## config.mk

```make
export PLATFORM = sky130hd
export DESIGN_NAME = pmem_arbiter
export DESIGN_NICKNAME = d
export VERILOG_FILES = /design/src/rtl/rv_mem_pkg.sv /design/src/rtl/pmem_arb_fsm.sv /design/src/rtl/pmem_arbiter.sv
export SDC_FILE = /design/constraint.sdc
export NUM_CORES = 1
export LEC_CHECK = 0
export ABC_AREA = 1
export CAP_MARGIN = 20
export CORE_AREA = 2 2 537 539
export DETAILED_ROUTE_END_ITERATION = 8
export DIE_AREA = 0 0 539 541
export HOLD_SLACK_MARGIN = 0.06
export PLACE_DENSITY = 0.3
export SYNTH_ARGS = -nofsm -noshare
export SYNTH_HDL_FRONTEND = slang
export SYNTH_SLANG_ARGS = --single-unit
```

## constraint.sdc

```tcl
create_clock -name clk -period 2.8 [get_ports clk]
set_input_delay 0.56 -clock clk [delete_from_list [all_inputs] [get_ports clk]]
set_output_delay 0.56 -clock clk [all_outputs]
set_load 0.005 [all_outputs]
```

## src/rtl/rv_mem_pkg.sv

```systemverilog
`default_nettype none
// ============================================================================
//  Module   : rv_mem_pkg
//  Purpose  : Shared memory-side types for the cache / pmem arbiter slice:
//             line and address types, arbiter state and grant encodings.
//  Revision : 1.0 - initial release
// ============================================================================
package rv_mem_pkg;

    localparam int PKG_LINE_W = 256;
    localparam int PKG_ADDR_W = 32;

    typedef logic [PKG_LINE_W-1:0] line_t;
    typedef logic [PKG_ADDR_W-1:0] addr_t;

    // Arbiter ownership state; IDLE must stay at zero so reset means "nobody owns pmem"
    typedef enum logic [1:0] {
        IDLE    = 2'd0,
        SERVE_I = 2'd1,
        SERVE_D = 2'd2
    } pmem_arb_state_t;

    // Identity of the most recent grant (round-robin build only)
    typedef enum logic {
        GRANT_I = 1'b0,
        GRANT_D = 1'b1
    } pmem_grant_t;

endpackage
`default_nettype wire

```

## src/rtl/pmem_arb_fsm.sv

```systemverilog
`default_nettype none
// ============================================================================
//  Module   : pmem_arb_fsm
//  Purpose  : Ownership state machine for the shared pmem port. Decides which
//             cache owns pmem, holds the grant until pmem_resp, and (with
//             PMEM_ARB_ROUND_ROBIN_EN defined) alternates contested grants
//             using a last_grant register. Without the macro the data cache
//             always wins a contest.
//  Revision : 1.0 - initial release
// ============================================================================
module pmem_arb_fsm
    import rv_mem_pkg::*;
(
    input  logic            clk,
    input  logic            rst_n,
    input  logic            i_read,
    input  logic            d_read,
    input  logic            d_write,
    input  logic            pmem_resp,
    output pmem_arb_state_t state
);

    pmem_arb_state_t state_next;
    logic            d_req;
    logic            d_wins_contest;

    assign d_req = d_read | d_write;

`ifdef PMEM_ARB_ROUND_ROBIN_EN
    pmem_grant_t last_grant;

    // A contest goes to whichever requester was not granted most recently
    assign d_wins_contest = (last_grant == GRANT_I);

    // Record the owner each time a grant is issued out of IDLE
    always_ff @(posedge clk or negedge rst_n) begin
        if (!rst_n) begin
            last_grant <= GRANT_I;
        end else if (state == IDLE && state_next == SERVE_D) begin
            last_grant <= GRANT_D;
        end else if (state == IDLE && state_next == SERVE_I) begin
            last_grant <= GRANT_I;
        end
    end
`else
    assign d_wins_contest = 1'b1;
`endif

    // Next-state: grant only from IDLE, release only on pmem_resp
    always_comb begin
        state_next = state;
        case (state)
            IDLE: begin
                if (d_req && (d_wins_contest || !i_read)) begin
                    state_next = SERVE_D;
                end else if (i_read) begin
                    state_next = SERVE_I;
                end
            end
            SERVE_I, SERVE_D: begin
                if (pmem_resp) begin
                    state_next = IDLE;
                end
            end
            default: state_next = IDLE;
        endcase
    end

    // State register; reset abandons any in-flight transaction
    always_ff @(posedge clk or negedge rst_n) begin
        if (!rst_n) begin
            state <= IDLE;
        end else begin
            state <= state_next;
        end
    end

    // The owner must keep its request up until its completion pulse, and the
    // data cache must never ask for a read and a writeback at the same time.
    a_i_hold_req: assert property (@(posedge clk) disable iff (!rst_n)
        (state == SERVE_I) |-> i_read);
    a_d_hold_req: assert property (@(posedge clk) disable iff (!rst_n)
        (state == SERVE_D) |-> d_req);
    a_d_rw_excl: assert property (@(posedge clk) disable iff (!rst_n)
        !(d_read && d_write));

endmodule
`default_nettype wire

```

## src/rtl/pmem_arbiter.sv

```systemverilog
`default_nettype none
// ============================================================================
//  Module   : pmem_arbiter
//  Purpose  : Shares one physical-memory port between the instruction cache
//             and the data cache. Ownership comes from pmem_arb_fsm; this
//             level only steers request/response signals. Optional macro
//             PMEM_ARB_ROUND_ROBIN_EN selects alternating contest resolution
//             instead of fixed data-cache priority.
//  Revision : 1.0 - initial release
// ============================================================================
module pmem_arbiter
    import rv_mem_pkg::*;
#(
    parameter int LINE_W = 256,
    parameter int ADDR_W = 32
) (
    input  logic              clk,
    input  logic              rst_n,
    // instruction cache
    input  logic              i_read,
    input  logic [ADDR_W-1:0] i_address,
    output logic [LINE_W-1:0] i_rdata,
    output logic              i_resp,
    // data cache
    input  logic              d_read,
    input  logic              d_write,
    input  logic [ADDR_W-1:0] d_address,
    input  logic [LINE_W-1:0] d_wdata,
    output logic [LINE_W-1:0] d_rdata,
    output logic              d_resp,
    // physical memory
    output logic              pmem_read,
    output logic              pmem_write,
    output logic [ADDR_W-1:0] pmem_address,
    output logic [LINE_W-1:0] pmem_wdata,
    input  logic [LINE_W-1:0] pmem_rdata,
    input  logic              pmem_resp
);

    pmem_arb_state_t state;

    pmem_arb_fsm u_fsm (
        .clk       (clk),
        .rst_n     (rst_n),
        .i_read    (i_read),
        .d_read    (d_read),
        .d_write   (d_write),
        .pmem_resp (pmem_resp),
        .state     (state)
    );

    // Steer the owner's request onto pmem and pmem_resp back to the owner only
    always_comb begin
        pmem_read    = 1'b0;
        pmem_write   = 1'b0;
        pmem_address = '0;
        pmem_wdata   = '0;
        i_resp       = 1'b0;
        d_resp       = 1'b0;
        case (state)
            SERVE_I: begin
                pmem_read    = i_read;
                pmem_address = i_address;
                i_resp       = pmem_resp;
            end
            SERVE_D: begin
                // a simultaneous read+write is illegal; the writeback wins
                pmem_write   = d_write;
                pmem_read    = d_read & ~d_write;
                pmem_address = d_address;
                pmem_wdata   = d_wdata;
                d_resp       = pmem_resp;
            end
            default: begin
            end
        endcase
    end

    // Read data is shared by both caches; forced to zero while in reset
    assign i_rdata = rst_n ? pmem_rdata : '0;
    assign d_rdata = rst_n ? pmem_rdata : '0;

endmodule
`default_nettype wire

```

==> summary.txt, run 1 <==
FMAX - 0.3626 GHz
met2 WL - 85,840 um
asr flop ratio synth - 1.000
Final Hold Vio Count - 0
fillers - 33,450
worst r2r dst - u_fsm.state[0]
unrepaired setup endpoints after global routing - yes
wirelength, routed - 208,700 um
GRT Resource Usage Total - 0.1378
Synth top cells by count - nand2_1 (587), inv_1 (520), buf_4 (260)
max FFs per register - 2
initial drt markers - 908
pwr dens - 425.9 nW/um^2
Mapped Nets - 2,058
CTS tree - built
worst vdd ir - 264.3 uV
die height - 541 um
share of cells above drive strength 1 - 0.1745
P&R area growth vs syn - 302.9%
nets - 3,212
Hold/Removal Path Class - register to register
FP Rows - 197
Syn. warnings - 0
CP Capture Type - primary output
H-tree lvl count - 1
clock-pin slew on the worst setup and hold paths - 30 ps
relative slew slack - 0.6767
crit share post-route - 0.9851
full die area - 291,600 um^2
CTS Buffer Depth - 2
final total power - 11.49 mW
worst path arrival time - 2200 ps
total grt overflow - 0
cell area after synthesis - 6699 um^2
io pins - 1,386
mean post-synth cell area - 4.548 um^2
setup slack after layout - 41.85 ps
Yosys reg bits - 2
dpl ws - -641.5 ps
top cell type's share of synthesized area - 0.3289
Fin Setup TNS - 0 ps
Setup crit end - pmem_address[11]
Top Layer Used - met5
R2R depth - 6
# setup viols final - 0
synth top area cells - nand2_1 (33%), buf_4 (29%), inv_1 (29%), buf_2 (4.4%), a21oi_1 (2.5%)
Num CTS Buffers - 3
LEAKAGE - 12.90 nW
min-delay src - u_fsm.state[0]
post-route ant nets - 0
Via density - 2.155
IO buf count - 1,385
Gate Count Post-Synth - 1,473
Biggest register - u_fsm.state
CP required - 2240 ps
clock latency on the worst-skew pair - 220 ps
largest registers - u_fsm.state x2
vias in the first global route - 14,060
FF-to-FF setup slack - 1560 ps
Final GP Congestion - 0.9244
met1 WL - 82,220 um
crit path launch type - register
Core Footprint - 286,400 um^2
worst-margin pin slew - 483.4 ps
placed cells - 6,393
synth unique cells - 12
Vias - 13,890
Residual DRC - 0
Tmin final - 2758 ps
status - complete, no violations
Setup Skew - 2.158 ps
post-synth top area cell - nand2_1
drt wl/cell - 32.38 um
dpl hpwl - 200,100 um
clk sinks - 2
Post-synth EDFFs - 0
Clock Tree Root - clkbuf_16
top_reg_cell synth - dfrtp_1
most common cell in the netlist - nand2_1
crit path from - u_fsm.state[0]
sequential area share after synthesis - 0.007471
critical path class - register to primary output
Critical R2R Launch - u_fsm.state[0]
largest net degree at the start of global routing - 50
CP Max Fanout - 25
Final Max Slew Viols - 0
Die X - 539 um
max cap viols - 0
WL met3 - 34,430 um
post-route insts no fill - 6,444
first-pass GRT wire length - 240,800 um
initial antenna violation count - 192
Detailed Routing Iterations Pass 1 - 5
Initial Util - 0.02339
per-layer routing:
layer / track usage / up-vias
met3: 0.09839 / 318
met4: 0.02701 / 66
met5: 0 / -
met1: 0.1585 / 6253
met2: 0.2059 / 1261
li1: - / 5992
timing repair:
item | CTS | global route
setup buffers | 6 | 0
setup endpoints to repair | 63 | 82
hold endpoints to repair | 0 | 0
pin swaps | 2 | 0
hold buffers | 0 | 0
cloned | 4 | 0
resized for setup | 31 | 11
cells by family (layout without fill, tap and decap cells):
family | Yosys count | in the layout | share of synthesized area
adders and majority gates | 3 | 3 | 0.005604
AOI/OAI and AO/OA | 33 | 33 | 0.02465
DFF | 2 | 2 | 0.007471
other | 0 | 38 | 0
and+or+nand+nor | 592 | 592 | 0.3332
buffers and inverters | 843 | 1995 | 0.6291
final cells by class:
cell class,instances,area [um^2],area share
multi-input cells,628,2492,0.09235
well taps,3781,4731,0.1753
inverters,520,1958,0.07256
clock buffers,3,75.07,0.002782
diodes,38,95.09,0.003524
repair buffers,1472,17590,0.6516
flip-flops and latches,2,50.05,0.001855
cell usage in the layout (no fill, tap or decap):
cell             synthesis  routed
a21oi_1                 33      30
a21oi_2                  0       2
a21oi_4                  0       1
buf_12                   0     305
buf_16                   0       4
buf_4                  260     128
buf_6                    0       3
buf_8                    0       1
bufbuf_16                0       2
clkbuf_16                0       3
clkdlybuf4s50_1          0    1007
clkinvlp_4               0       1
dfrtp_1                  2       2
diode_2                  0      38
dlygate4sd2_1            0      16
dlymetal6s2s_1           0       6
ha_1                     3       1
ha_2                     0       1
ha_4                     0       1
inv_1                  520     517
inv_2                    0       1
inv_4                    0       1
nand2_1                587     583
nand2_2                  0       3
nand2_8                  0       1
nand3b_1                 2       2
nand4_1                  1       1
nor2_1                   2       2
worst min-delay path by stage:
stage,endpoint,cells past startpoint
floorplan,u_fsm.state[0],0
global placement,u_fsm.state[0],2
detailed placement,u_fsm.state[0],2
CTS,u_fsm.state[0],2
global route,u_fsm.state[0],2
finish,u_fsm.state[0],2
report_power, final:
group / internal (mW) / leakage (nW) / switching (mW) / total, mW
combinational: 5.43 / 12.8 / 5.80 / 11.2
sequential: 0.0388 / 0.0258 / 0.00648 / 0.0453
clock: 0.182 / 0.0372 / 0.0323 / 0.214
metrics by stage:
step / utilization / hold slack, ps / instance area (um^2)
floorplan: - / 264.4 / 6699
global placement: 0.09281 / 526.5 / 26580
detailed placement: 0.09281 / 531.6 / 26580
CTS: 0.09384 / 533.3 / 26880
global route: 0.09400 / 582.0 / 26920
finish: 0.09422 / 523.5 / 26990
worst max-delay path, cell delays in order (launching register included):
cell and delay [ps]:
dfrtp_1 390, inv_1 100, buf_4 120, ha_4 180
buf_12 180, buf_6 200, nand2_1 240, a21oi_1 360
buf_12 160
Note: power is estimated with default switching activity, not from simulation.
==> inputs of run 2 (changes only) <==
--- a/config.mk
+++ b/config.mk
@@ -12,6 +12,7 @@
 export DIE_AREA = 0 0 539 541
 export HOLD_SLACK_MARGIN = 0.06
 export PLACE_DENSITY = 0.3
+export SLEW_MARGIN = 0
 export SYNTH_ARGS = -nofsm -noshare
 export SYNTH_HDL_FRONTEND = slang
 export SYNTH_SLANG_ARGS = --single-unit
==> results of run 2 <==
Final layout, timing and power as in run 1 (identical DEF).
==> edit (config.mk and constraints of run 1) <==
`LINE_W`: 256 -> 128.
--- a/src/rtl/pmem_arbiter.sv
+++ b/src/rtl/pmem_arbiter.sv
@@ -11,7 +11,7 @@
 module pmem_arbiter
     import rv_mem_pkg::*;
 #(
-    parameter int LINE_W = 256,
+    parameter int LINE_W = 128,
     parameter int ADDR_W = 32
 ) (
     input  logic              clk,
Ports: changed (5 resized); port bits go from 1386 to 746. The function was not compared with the original's and may differ.
==> edit against run 1 <==
- sequential cell count unchanged
- total power down 39%
- clock power down 2%
- largest power group unchanged
- via count down 43%
- first-iteration DRC count down 59%
- cell area down 39%
- critical path type unchanged
- setup slack better by 0.059 ns
- area after synthesis down 44%
- routed wire length down 41%
==> edit: results (changes against run 1) <==
stage	metric	value	unit	change
worst_setup_path	reg2reg_slack	1.60	ns	+0.04 ns
place	dp_cells	5183		-19%
drt	drtIter0Drc	370		-59%
synthesis	yosysSeqAreaShare	0.0134		+0.00596
place	dpl_cell_area	16200	um^2	-39%
hold_path	hold_class	in2async		
grt	antenna_found_initial	218		+14%
synthesis	synth-compound-area-share	0.0443		+0.0197
synthesis	synth_commonest_cells	nand2_1 (331), inv_1 (264), buf_4 (131), a21oi_1 (33), buf_2 (27)		
power_and_ir_drop	p_leak	6.52	nW	-50%
power_and_ir_drop	swShare	0.503		-0.00493
worst_setup_path	r2r_end	u_fsm.state[1]		
grt	grt_max_degree	69		+38%
run_status	run_status	completed		
clock_tree	clk_latency	0.24	ns	+0.02 ns
power_and_ir_drop	max-vdd-ir-drop	0.236	mV	-11%
sta	timing.hold.ws	0.309	ns	-0.214 ns
place	portBuffers	745		-46%
drt	first_pass_iters	4		-1
place	gp_congestion	0.715		-23%
worst_setup_path	crit_arrival	2.14	ns	-0.06 ns
clock_tree	cts_resized	5		-84%
synthesis	syn_nets	1134		-45%
power_and_ir_drop	pg_comb	0.00670	W	-40%
drt	vias_per_cell	1.51		-30%
worst_setup_path	reg2reg_from	u_fsm.state[1]		
worst_setup_path	worst-path-max-fanout	15		-40%
[edit: cell types whose count changed after synthesis, moves of 2 or more]
cell     change
nand2_1    -256
buf_4      -129
buf_2       -32
buf_6        +8
inv_1      -256
buf_1        -2
[edit: per-layer routing]
| layer | vias up | global-route usage | part of all wire |
|---|---|---|---|
| met1 | 3357 | 0.0675 | 0.29 |
| met3 | 364 | 0.0829 | 0.22 |
| met4 | 94 | 0.00753 | 0.015 |
| met5 | - | 0 | 0.0048 |
| met2 | 780 | 0.141 | 0.47 |
| li1 | 3253 | - | - |
[edit: final cells by class]
| cell class | count | area [um^2] |
|---|---|---|
| well taps | 3781 | 4730 |
| fillers | 33900 | 270000 |
| repair buffers | 769 | 9000 |
| diodes | 13 | 32.5 |
| flip-flops and latches | 2 | 50.0 |
| inverters | 264 | 991 |
| clock buffers | 3 | 75.1 |
| multi-input cells | 372 | 1510 |
